**config.mk**
```make
export PLATFORM = sky130hd
export DESIGN_NAME = spin_readout
export DESIGN_NICKNAME = d
export VERILOG_FILES = /design/src/rtl/spin_readout_pkg.sv /design/src/rtl/spin_readout_osc_sync.sv /design/src/rtl/spin_readout.sv
export SDC_FILE = /design/constraint.sdc
export NUM_CORES = 1
export LEC_CHECK = 0
export CAP_MARGIN = 20
export CORE_MARGIN = 2
export CORE_UTILIZATION = 36
export DETAILED_ROUTE_END_ITERATION = 16
export GPL_TIMING_DRIVEN = 0
export PLACE_DENSITY = 0.56
export SKIP_LAST_GASP = 1
export SLEW_MARGIN = 10
export SYNTH_ARGS = -nofsm -noshare
export SYNTH_HDL_FRONTEND = slang
export SYNTH_SLANG_ARGS = --single-unit
```
**constraint.sdc**
```tcl
create_clock -name clk -period 4.8 [get_ports clk]
set_input_delay 0.72 -clock clk [delete_from_list [all_inputs] [get_ports clk]]
set_output_delay 0.72 -clock clk [all_outputs]
set_load 0.05 [all_outputs]
```
**src/rtl/spin_readout_pkg.sv**
```systemverilog
// Shared address map, register word offsets and FSM state type for the spin readout block.
package spin_readout_pkg;

    localparam logic [7:0] WEIGHT_ADDR_MASK  = 8'hA0;
    localparam logic [7:0] READOUT_ADDR_MASK = 8'hA1;

    // Word offsets (byte address [11:2])
    localparam logic [9:0] RO_CTRL   = 10'h000;
    localparam logic [9:0] RO_STATUS = 10'h001;
    localparam logic [9:0] RO_ANNEAL = 10'h002;
    localparam logic [9:0] RO_SPIN   = 10'h004;
    localparam logic [9:0] RO_CNT    = 10'h040;

    typedef enum logic [1:0] {
        ST_IDLE,
        ST_ANNEAL,
        ST_SAMPLE,
        ST_DONE
    } state_t;

    function automatic logic ro_selected(input logic [31:0] addr);
        return addr[31:24] == READOUT_ADDR_MASK;
    endfunction

endpackage

```
**src/rtl/spin_readout_osc_sync.sv**
```systemverilog
// Multi-flop synchroniser bringing one asynchronous oscillator output into the clk domain.
module osc_sync #(
    parameter int STAGES = 2
) (
    input  logic clk,
    input  logic d,
    output logic q
);

    logic [STAGES-1:0] ff_p0;

    always_ff @(posedge clk) begin
        ff_p0 <= {ff_p0[STAGES-2:0], d};
    end

    assign q = ff_p0[STAGES-1];

endmodule

```
**src/rtl/spin_readout.sv**
```systemverilog
// Anneal run controller and phase-agreement spin readout, with a small register port for control and status.
module spin_readout
    import spin_readout_pkg::*;
#(
    parameter int          N              = 8,
    parameter int          WINDOW         = 1024,
    parameter int          SYNC_STAGES    = 2,
    parameter logic [31:0] DEFAULT_ANNEAL = 32'd4096
) (
    input  logic          clk,
    input  logic          axi_rst,
    input  logic [N-1:0]  osc,
    output logic          ising_rstn,
    input  logic          wready,
    input  logic [31:0]   wr_addr,
    input  logic [31:0]   wdata,
    input  logic [31:0]   rd_addr,
    output logic [31:0]   rdata
);

    localparam int CNT_W      = $clog2(WINDOW + 1);
    localparam int SCNT_W     = $clog2(WINDOW);
    localparam int SPIN_WORDS = (N + 31) / 32;

    logic [N-1:0]        s;
    logic [N-1:0]        agree;
    state_t              state, state_next;
    logic [31:0]         anneal_reg;
    logic [31:0]         acnt;
    logic [SCNT_W-1:0]   scnt;
    logic [CNT_W-1:0]    cnt [N];
    logic [N-1:0]        spin;
    logic                busy, done;
    logic                wr_sel, start, abort, run_start, sample_last;
    logic [9:0]          wr_word, rd_word;
    logic [32*SPIN_WORDS-1:0] spin_pad;
    logic                unused_addr_bits;

    genvar g;
    generate
        for (g = 0; g < N; g++) begin : g_sync
            osc_sync #(.STAGES(SYNC_STAGES)) u_sync (.clk(clk), .d(osc[g]), .q(s[g]));
        end
    endgenerate

    assign agree = s ~^ {N{s[0]}};

    assign wr_sel  = wready && ro_selected(wr_addr);
    assign wr_word = wr_addr[11:2];
    assign rd_word = rd_addr[11:2];
    assign abort   = wr_sel && (wr_word == RO_CTRL) && wdata[1];
    assign start   = wr_sel && (wr_word == RO_CTRL) && wdata[0] && !wdata[1];
    assign run_start   = start && (state == ST_IDLE || state == ST_DONE);
    assign sample_last = (state == ST_SAMPLE) && (scnt == SCNT_W'(WINDOW - 1));
    assign unused_addr_bits = ^{wr_addr[23:12], wr_addr[1:0], rd_addr[23:12], rd_addr[1:0]};

    always_ff @(posedge clk) begin
        if (axi_rst) state <= ST_IDLE;
        else         state <= state_next;
    end

    always_comb begin
        state_next = state;
        if (abort) begin
            state_next = ST_IDLE;
        end else begin
            case (state)
                ST_IDLE, ST_DONE: if (start)       state_next = ST_ANNEAL;
                ST_ANNEAL:        if (acnt == '0)  state_next = ST_SAMPLE;
                ST_SAMPLE:        if (sample_last) state_next = ST_DONE;
                default:                           state_next = ST_IDLE;
            endcase
        end
    end

    always_comb begin
        ising_rstn = (state != ST_IDLE);
        busy       = (state == ST_ANNEAL) || (state == ST_SAMPLE);
        done       = (state == ST_DONE);
    end

    always_ff @(posedge clk) begin
        if (axi_rst) anneal_reg <= DEFAULT_ANNEAL;
        else if (wr_sel && wr_word == RO_ANNEAL) anneal_reg <= wdata;
    end

    // ANNEAL is latched at start so mid-run writes only affect the next run
    always_ff @(posedge clk) begin
        if (run_start)                             acnt <= anneal_reg;
        else if (state == ST_ANNEAL && acnt != '0) acnt <= acnt - 32'd1;
        if (state == ST_SAMPLE) scnt <= scnt + SCNT_W'(1);
        else                    scnt <= '0;
    end

    generate
        for (g = 0; g < N; g++) begin : g_cnt
            always_ff @(posedge clk) begin
                if (axi_rst)                 cnt[g] <= '0;
                else if (run_start)          cnt[g] <= '0;
                else if (state == ST_SAMPLE) cnt[g] <= cnt[g] + CNT_W'(agree[g]);
            end

            // The final sample is folded in so spin is valid on the first DONE cycle
            always_ff @(posedge clk) begin
                if (axi_rst)
                    spin[g] <= 1'b0;
                else if (sample_last && !abort)
                    spin[g] <= (cnt[g] + CNT_W'(agree[g])) > CNT_W'(WINDOW / 2);
            end
        end
    endgenerate

    assign spin_pad = (32*SPIN_WORDS)'(spin);

    always_comb begin
        rdata = '0;
        if (ro_selected(rd_addr)) begin
            if (rd_word == RO_STATUS) rdata = {30'b0, done, busy};
            if (rd_word == RO_ANNEAL) rdata = anneal_reg;
            for (int w = 0; w < SPIN_WORDS; w++) begin
                if (rd_word == 10'(int'(RO_SPIN) + w)) rdata = spin_pad[32*w +: 32];
            end
            for (int i = 0; i < N; i++) begin
                if (rd_word == 10'(int'(RO_CNT) + i)) rdata = 32'(cnt[i]);
            end
        end
    end

endmodule
```
## Yosys cells after proc, flatten, opt, wreduce, memory -nomap -nowiden

Memories as Yosys holds them, arrays and structs flattened.
Cells that the tools add are included.

| cells by class | value |
|---|---|
| eq/ne operators | 21 |
| muxes and demuxes | 43 |
| bitwise operators | 17 |
| reductions and logical operators | 23 |
| add/sub/neg operators | 10 |
| order comparisons | 8 |

Operators by type and width:

| kind | number |
|---|---|
| $mux W32 | 13 |
| $mux W11 | 16 |
| $add A11 B1 Y11 | 8 |
| $gt A11 B10 Y1 const B | 8 |
| $eq A10 B7 Y1 const B | 8 |
| $logic_not A32 Y1 | 1 |
| $reduce_bool A32 Y1 | 1 |
| $sub A32 B1 Y32 const B | 1 |
| $eq A10 B2 Y1 const B | 2 |
| $eq A8 B8 Y1 const B | 2 |
| $or A1 B1 Y1 | 16 |
| $add A10 B1 Y10 const B | 1 |
| $eq A10 B1 Y1 const B | 1 |
| $eq A10 B10 Y1 const B | 1 |
| $eq A10 B3 Y1 const B | 1 |
| $logic_and A1 B1 Y1 | 10 |
| $logic_not A10 Y1 | 1 |
| $mux W1 | 9 |
| $mux W2 | 4 |
| $xnor A8 B8 Y8 | 1 |
| $ne A2 B2 Y1 const B | 3 |
| $pmux W2 S3 | 1 |
| $eq A2 B2 Y1 const B | 2 |
| $reduce_bool A2 Y1 | 2 |
| other kinds (6) | 9 |

| word-level totals | value |
|---|---|
| output and inout bits | 33 |
| memories | 1 |
| RAM bits | 88 |
| register bits after elaboration | 100 |
| bits of input ports | 107 |

Memory list:

| memory | depth | bits a word | read ports | clocked after memory_dff | write ports | line | RTL |
|---|---|---|---|---|---|---|---|
| cnt | 8 | 11 | 8 | 0 | 8 | spin_readout.sv:31 | `logic [CNT_W-1:0] cnt [N];` |

## Longest topological paths before layout

Gate-level depths: netlist of run 1.

| logic depth | value |
|---|---|
| depth after elaboration | 14 |
| mapped depth | 10 |
| depth with buffers taken out | 9 |

## Hierarchy

From an unflattened synthesis of run 1, not the netlist that was laid out.

| second synthesis, totals | value |
|---|---|
| cells, all modules | 1197 |
| area total of the unflattened synthesis | 10845.4 um^2 |

By module, submodules not included:

| module | instances | area each (um^2) | cells each |
|---|---|---|---|
| spin_readout | 1 | 10525.1 | 1181 |
| osc_sync | 8 | 40.0 | 2 |

## Least setup slack after synthesis of run 1

OpenSTA, ideal clock, no wires.

| timing path | value |
|---|---|
| path kind | input to output |
| start point | input rd_addr[3] |
| end point | output rdata[3] |
| stages | 6 |
| arrival time | 4.396 ns |
| path slack | -0.316 ns |
| required time | 4.080 ns |
| cells stage by stage | clkbuf_1 buf_1 clkbuf_1 o211ai_1 and3_1 a2111oi_0 |

| on the way | value |
|---|---|
| cells in the longest elaborated chain, start to end | 12 |

RTL lines:

| what | line | RTL |
|---|---|---|
| start: declaration | spin_readout.sv:17 | `input logic [31:0] rd_addr,` |
| $eq A10 B2 Y1 | spin_readout.sv:119 | `if (rd_word == RO_ANNEAL) rdata = anneal_reg;` |
| $mux W32 | spin_readout.sv:119 |  |
| $mux W32 | spin_readout.sv:121 | `if (rd_word == 10'(int'(RO_SPIN) + w)) rdata = spin_pad[32*w +: 32];` |
| $mux W32 (7 in a row) | spin_readout.sv:124 | `if (rd_word == 10'(int'(RO_CNT) + i)) rdata = 32'(cnt[i]);` |
| $mux W32 * | spin_readout.sv:124 |  |
| $mux W32 * | spin_readout.sv:117 | `if (ro_selected(rd_addr)) begin` |
| end: declaration | spin_readout.sv:18 | `output logic [31:0] rdata` |

Mark *: on every way between the ends. The rest lies on a longest branch, timed or not.

## Worst setup path after layout of run 1

| timing path | value |
|---|---|
| start point | input rd_addr[2] |
| end point | output rdata[12] |

Same word-level chain as after synthesis.

==> results of run 1 <==
## worst max path at each step
| stage | to | slack (ns) | cells after the start |
|---|---|---|---|
| global placement | cnt[1][35] | -1.26 | 7 |
| floorplan | rdata[3] | 0.34 | 6 |
| global route | rdata[20] | 0.03 | 8 |
| detailed placement | rdata[5] | -0.45 | 8 |
| finish | rdata[12] | 0.13 | 8 |
| CTS | rdata[1] | 0.0002 | 11 |
## layout make-up
type	instances	area (sq um)
fillers	2964	16500
multi-input cells	897	5490
flip-flops and latches	188	4960
repair buffers	110	1110
well taps	390	488
clock buffers	17	425
plain buffers	69	267
clock inverters	15	218
inverters	19	71.3
## where the power goes
part           internal (mW)  switching (mW)  total [mW]
Sequential              1.74          0.0393        1.78
Combinational          0.123           0.133       0.256
Clock                  0.767           0.753        1.52
## cell usage in the layout (no fill, tap or decap), types with 50 or more instances in the layout
| cell | synthesis | final |
|---|---|---|
| a21oi_1 | 94 | 94 |
| clkbuf_1 | 65 | 60 |
| clkdlybuf4s50_1 | 0 | 99 |
| dfxtp_1 | 68 | 68 |
| edfxtp_1 | 120 | 120 |
| nand2_1 | 123 | 121 |
| nand3_1 | 53 | 53 |
| nor2_1 | 166 | 166 |
| xnor2_1 | 63 | 63 |
| xor2_1 | 50 | 50 |
## per-layer routing
layer  up-vias  wire length, microns  GRT usage (%)
li1       4470                     -              -
met1      4374                 14200           26.9
met2       243                 14700           33.5
met3        25                  1500           2.90
met4         0                   402           4.89
met5         -                     0              0
## per-stage QoR
step	TNS, ns	utilization (%)
2_1_floorplan	0	-
3_3_place_gp	-100.93	41.8
3_5_place_dp	-3.18	41.9
4_1_cts	0	44.0
5_1_grt	0	44.1
6_report	0	44.1
## timing repair
action                     in CTS  in global routing
setup endpoints to repair      21                  7
gates cloned                    0                  0
gates resized for setup        11                  9
## kinds of logic (layout without fill, tap and decap cells)
kind of cell	Yosys count	after routing	synth area share (%)
buf+inv	88	230	3.07
mux	15	15	1.67
flops	188	188	46.1
fa+ha+maj	23	23	2.67
xor+xnor	113	113	9.20
compound gates	219	219	13.2
simple gates	527	527	24.1
## worst max-delay path: cells and delay by family
family / cells / cell delay, ns
buffers and inverters: 4 / 1.95
AND/OR/NAND/NOR: 4 / 1.27
==> metrics, run 1 <==
outcome=finished, final reports clean; Setup crit start kind=input pin; Die H=177 microns; synthesized flop and latch total=188; via count=9112; dominant synthesized flop cell=edfxtp_1; Tot GR Track Use=19.9%; Post-synth EDFFs=120; gp weighted congestion=0.942; core box area=29600 sq um; asr flop ratio synth=0%; Max-slew headroom=42.4%; die area=31300 sq um; Hold Path Origin=g_sync[6].u_sync.ff_p0[0]; worst-case reg-to-reg path depth=8; Final Worst Setup Slack=0.133 ns; total routed wirelength=30.9 mm; hpwl dp=23.0 mm; synthesis-to-layout area growth=21.1%; PwrDens=273 nW/um^2; Hold Vio Cnt, Final=0; synth top area cells=edfxtp_1, dfxtp_1, nor2_1; RR Startpoint=state[0]; diodes inserted=0; R2R Setup Slk=1.54 ns; post-synth top area share=33.5%; initial antenna violation count=0; f_max=0.214 GHz; DRT iter0 DRCs=700; design area=13000 sq um; final setup vio count=0; die extent in x=177 microns; largest stage delay on the critical path=0.80 ns; Peak VDD IR=0.000208 V; Post-DP Area=12400 sq um; Gate Count Post-Synth=1173; root buffer cell=clkbuf_16; period utilization=97.2%; port bufs=109; Worst R2R End=cnt[1][24]; share of post-route cells with drive strength above 1=4.71%; Setup WS pre-CTS=-0.449 ns; RSZ-0062 raised after global routing=no; Pwr Total=3.56 mW; Hold Slack=0.322 ns; Synth Warn #=0; Data arrival, critical path=3.95 ns; CTS buffer count=17; max FFs per register=88; DRC=0; Worst setup startpoint=rd_addr[2]; htree depth=4; Worst-path clk slew=0.08 ns; max-slew violations=0; post-synthesis sequential area ratio=46.1%; ANT nets after route=0; Max-Cap Viols=0; Mean Syn Cell Area=9.18 sq um; Cell Count Post-Placement=1673; Cell Count, Final, Fillers Out=1705; syn_nets=1303; Skew-Pair Late Insertion Delay=0.45 ns; Pleak=4.30 nW; synth unique cells=74; GRT overflow=0; Hold Crit Depth=0; Avg WL per Cell=18.1 microns; largest net degree at the start of global routing=41; worst-margin pin slew=0.864 ns; Slowest-stage cell, CP=clkdlybuf4s50_1; Final Skew=0.0176 ns; Max Buffers Root-to-Sink=2; Via density=5.34; initial core utilization=36.4%; Cell Rows=63; min-delay worst type=flop to flop; Yosys top cell by area=edfxtp_1; CTS tree=built; Hold Path Sink=g_sync[6].u_sync.ff_p0[1]; vias in the first global route=8719; First-pass DRT Iterations=5; first-pass GRT wire length=48.5 mm; Ports=140; kind of critical path=input pin to output port; crit path cell chain=clkdlybuf4s50_1, nand2b_1, clkbuf_1, nor4_2, and3_1, clkbuf_1, and2_1, clkdlybuf4s50_1; worst endpoint required time=4.08 ns; CP Max Fanout=10; Nets=1432; Setup Buffers After CTS=0; clock sink count=188; Tmin final=4.67 ns; count leader, synth=nor2_1; Post-CTS Hold Buffers=0; Crit. End Element=output port; Post-synth top cells=nor2_1, nand2_1, edfxtp_1, a21oi_1, dfxtp_1; mapped cell area=10800 sq um
Note: power is estimated with default switching activity, not from simulation.
==> inputs of run 2 (changes only) <==
REMOVE_ABC_BUFFERS = 1   (was unset)
==> metrics, run 2 (synthesized netlist as in run 1, its figures left out) <==
Pwr Total=3.54 mW; Logic pwr share=6.7%; Flop pwr share=50.5%; DRT iter0 DRCs=724; Via density=5.31; Die H=177 microns; initial antenna violation count=0; Max-Cap Viols=0; min-delay worst type=flop to flop; Clock power frac=42.7%; Cell Count Post-Placement=1611; PwrDens=275 nW/um^2; total routed wirelength=28.4 mm; largest net degree at the start of global routing=69; Post-CTS Hold Buffers=0; Max-slew headroom=44.7%; diodes inserted=0; Cell Rows=63; synthesis-to-layout area growth=19.7%; CP Max Fanout=21; RSZ-0062 raised after global routing=yes; ANT nets after route=0; initial core utilization=36.4%; CTS tree=built; kind of critical path=input pin to output port; worst-margin pin slew=0.830 ns; Data arrival, critical path=3.96 ns; share of post-route cells with drive strength above 1=5.91%; commonest non-fill, non-tap cell in the layout=nor2_1; Worst-path clk slew=0.07 ns; Tot GR Track Use=18.5%; Crit. End Element=output port; internal power=2.65 mW; Cell Count, Final, Fillers Out=1643; period utilization=97.5%; Final Skew=0.0158 ns; First-pass DRT Iterations=7; f_max=0.214 GHz; GRT overflow=0; final setup vio count=0; Sw Pwr=888 uW; Setup crit start kind=input pin; Skew-Pair Late Insertion Delay=0.45 ns; most frequent cells in the layout=nor2_1, edfxtp_1, nand2_1; max-slew violations=0; port bufs=111; Final Worst Setup Slack=0.120 ns; vias in the first global route=8237; htree depth=4; DRC=0; gp weighted congestion=0.908; max FFs per register=88; Avg WL per Cell=17.3 microns; Setup Buffers After CTS=0; Tmin final=4.68 ns; Net Sw Frac=25.1%; root buffer cell=clkbuf_16; Nets=1370; hpwl dp=20.4 mm; Ports=140; worst endpoint required time=4.08 ns; TNS Setup=0 ns; via count=8728; die area=31300 sq um; core box area=29600 sq um; Peak VDD IR=0.000184 V; first-pass GRT wire length=45.6 mm; Setup WS pre-CTS=-0.780 ns; clock sink count=188; CTS buffer count=17; Pleak=4.32 nW; Max Buffers Root-to-Sink=2; Hold Vio Cnt, Final=0; Hold Slack=0.328 ns; die extent in x=177 microns; outcome=finished, final reports clean
[run 2: path summary, 6_finish.rpt]
check | end | cells after the start | slack, ns | from
setup reg to reg | acnt[8] | 6 | 1.82 | acnt[0]
hold reg to reg | g_sync[5].u_sync.ff_p0[1] | 0 | 0.33 | g_sync[5].u_sync.ff_p0[0]
hold / removal | g_sync[5].u_sync.ff_p0[1] | 0 | 0.33 | g_sync[5].u_sync.ff_p0[0]
setup / recovery | rdata[12] | 6 | 0.12 | rd_addr[6]
[run 2: power by group through the flow]
stage	Sequential, mW	Combinational (mW)	Clock, mW
CTS	1.79	0.238	1.54
floorplan	1.81	0.112	0
global placement	1.83	0.232	0
finish	1.79	0.238	1.51
global route	1.79	0.261	1.60
detailed placement	1.82	0.236	0
[run 2: what timing repair did]
item	in CTS	in global routing
endpoints found under the setup margin	32	10
gates cloned	0	0
gates resized for setup	15	10
[run 2: critical path: stages]
cell and delay (ns):
clkdlybuf4s50_1 0.39, or4_1 0.64, nor2_1 0.65, and3_2 0.55, and2_1 0.18, clkdlybuf4s50_1 0.81
[run 2: per-stage QoR]
stage          util [%]  area, sq um
6_report           43.6        12900
5_1_grt            43.6        12900
4_1_cts            43.5        12900
3_5_place_dp       41.3        12200
3_3_place_gp       40.9        12100
2_1_floorplan         -        10500
[run 2: area by class of cell]
| cell class | instances | area, sq um |
|---|---|---|
| fillers | 2907 | 16700 |
| multi-input cells | 897 | 5520 |
| flip-flops and latches | 188 | 4960 |
| repair buffers | 117 | 1200 |
| clock buffers | 20 | 500 |
| well taps | 390 | 488 |
| clock inverters | 12 | 130 |
| inverters | 19 | 71.3 |
[run 2: layer usage]
metal / vias up / track usage (%) / routed length [microns]
li1: 4330 / - / -
met1: 4143 / 26.0 / 13500
met2: 227 / 29.8 / 13200
met3: 28 / 2.73 / 1300
met4: 0 / 4.75 / 422
met5: - / 0 / 0
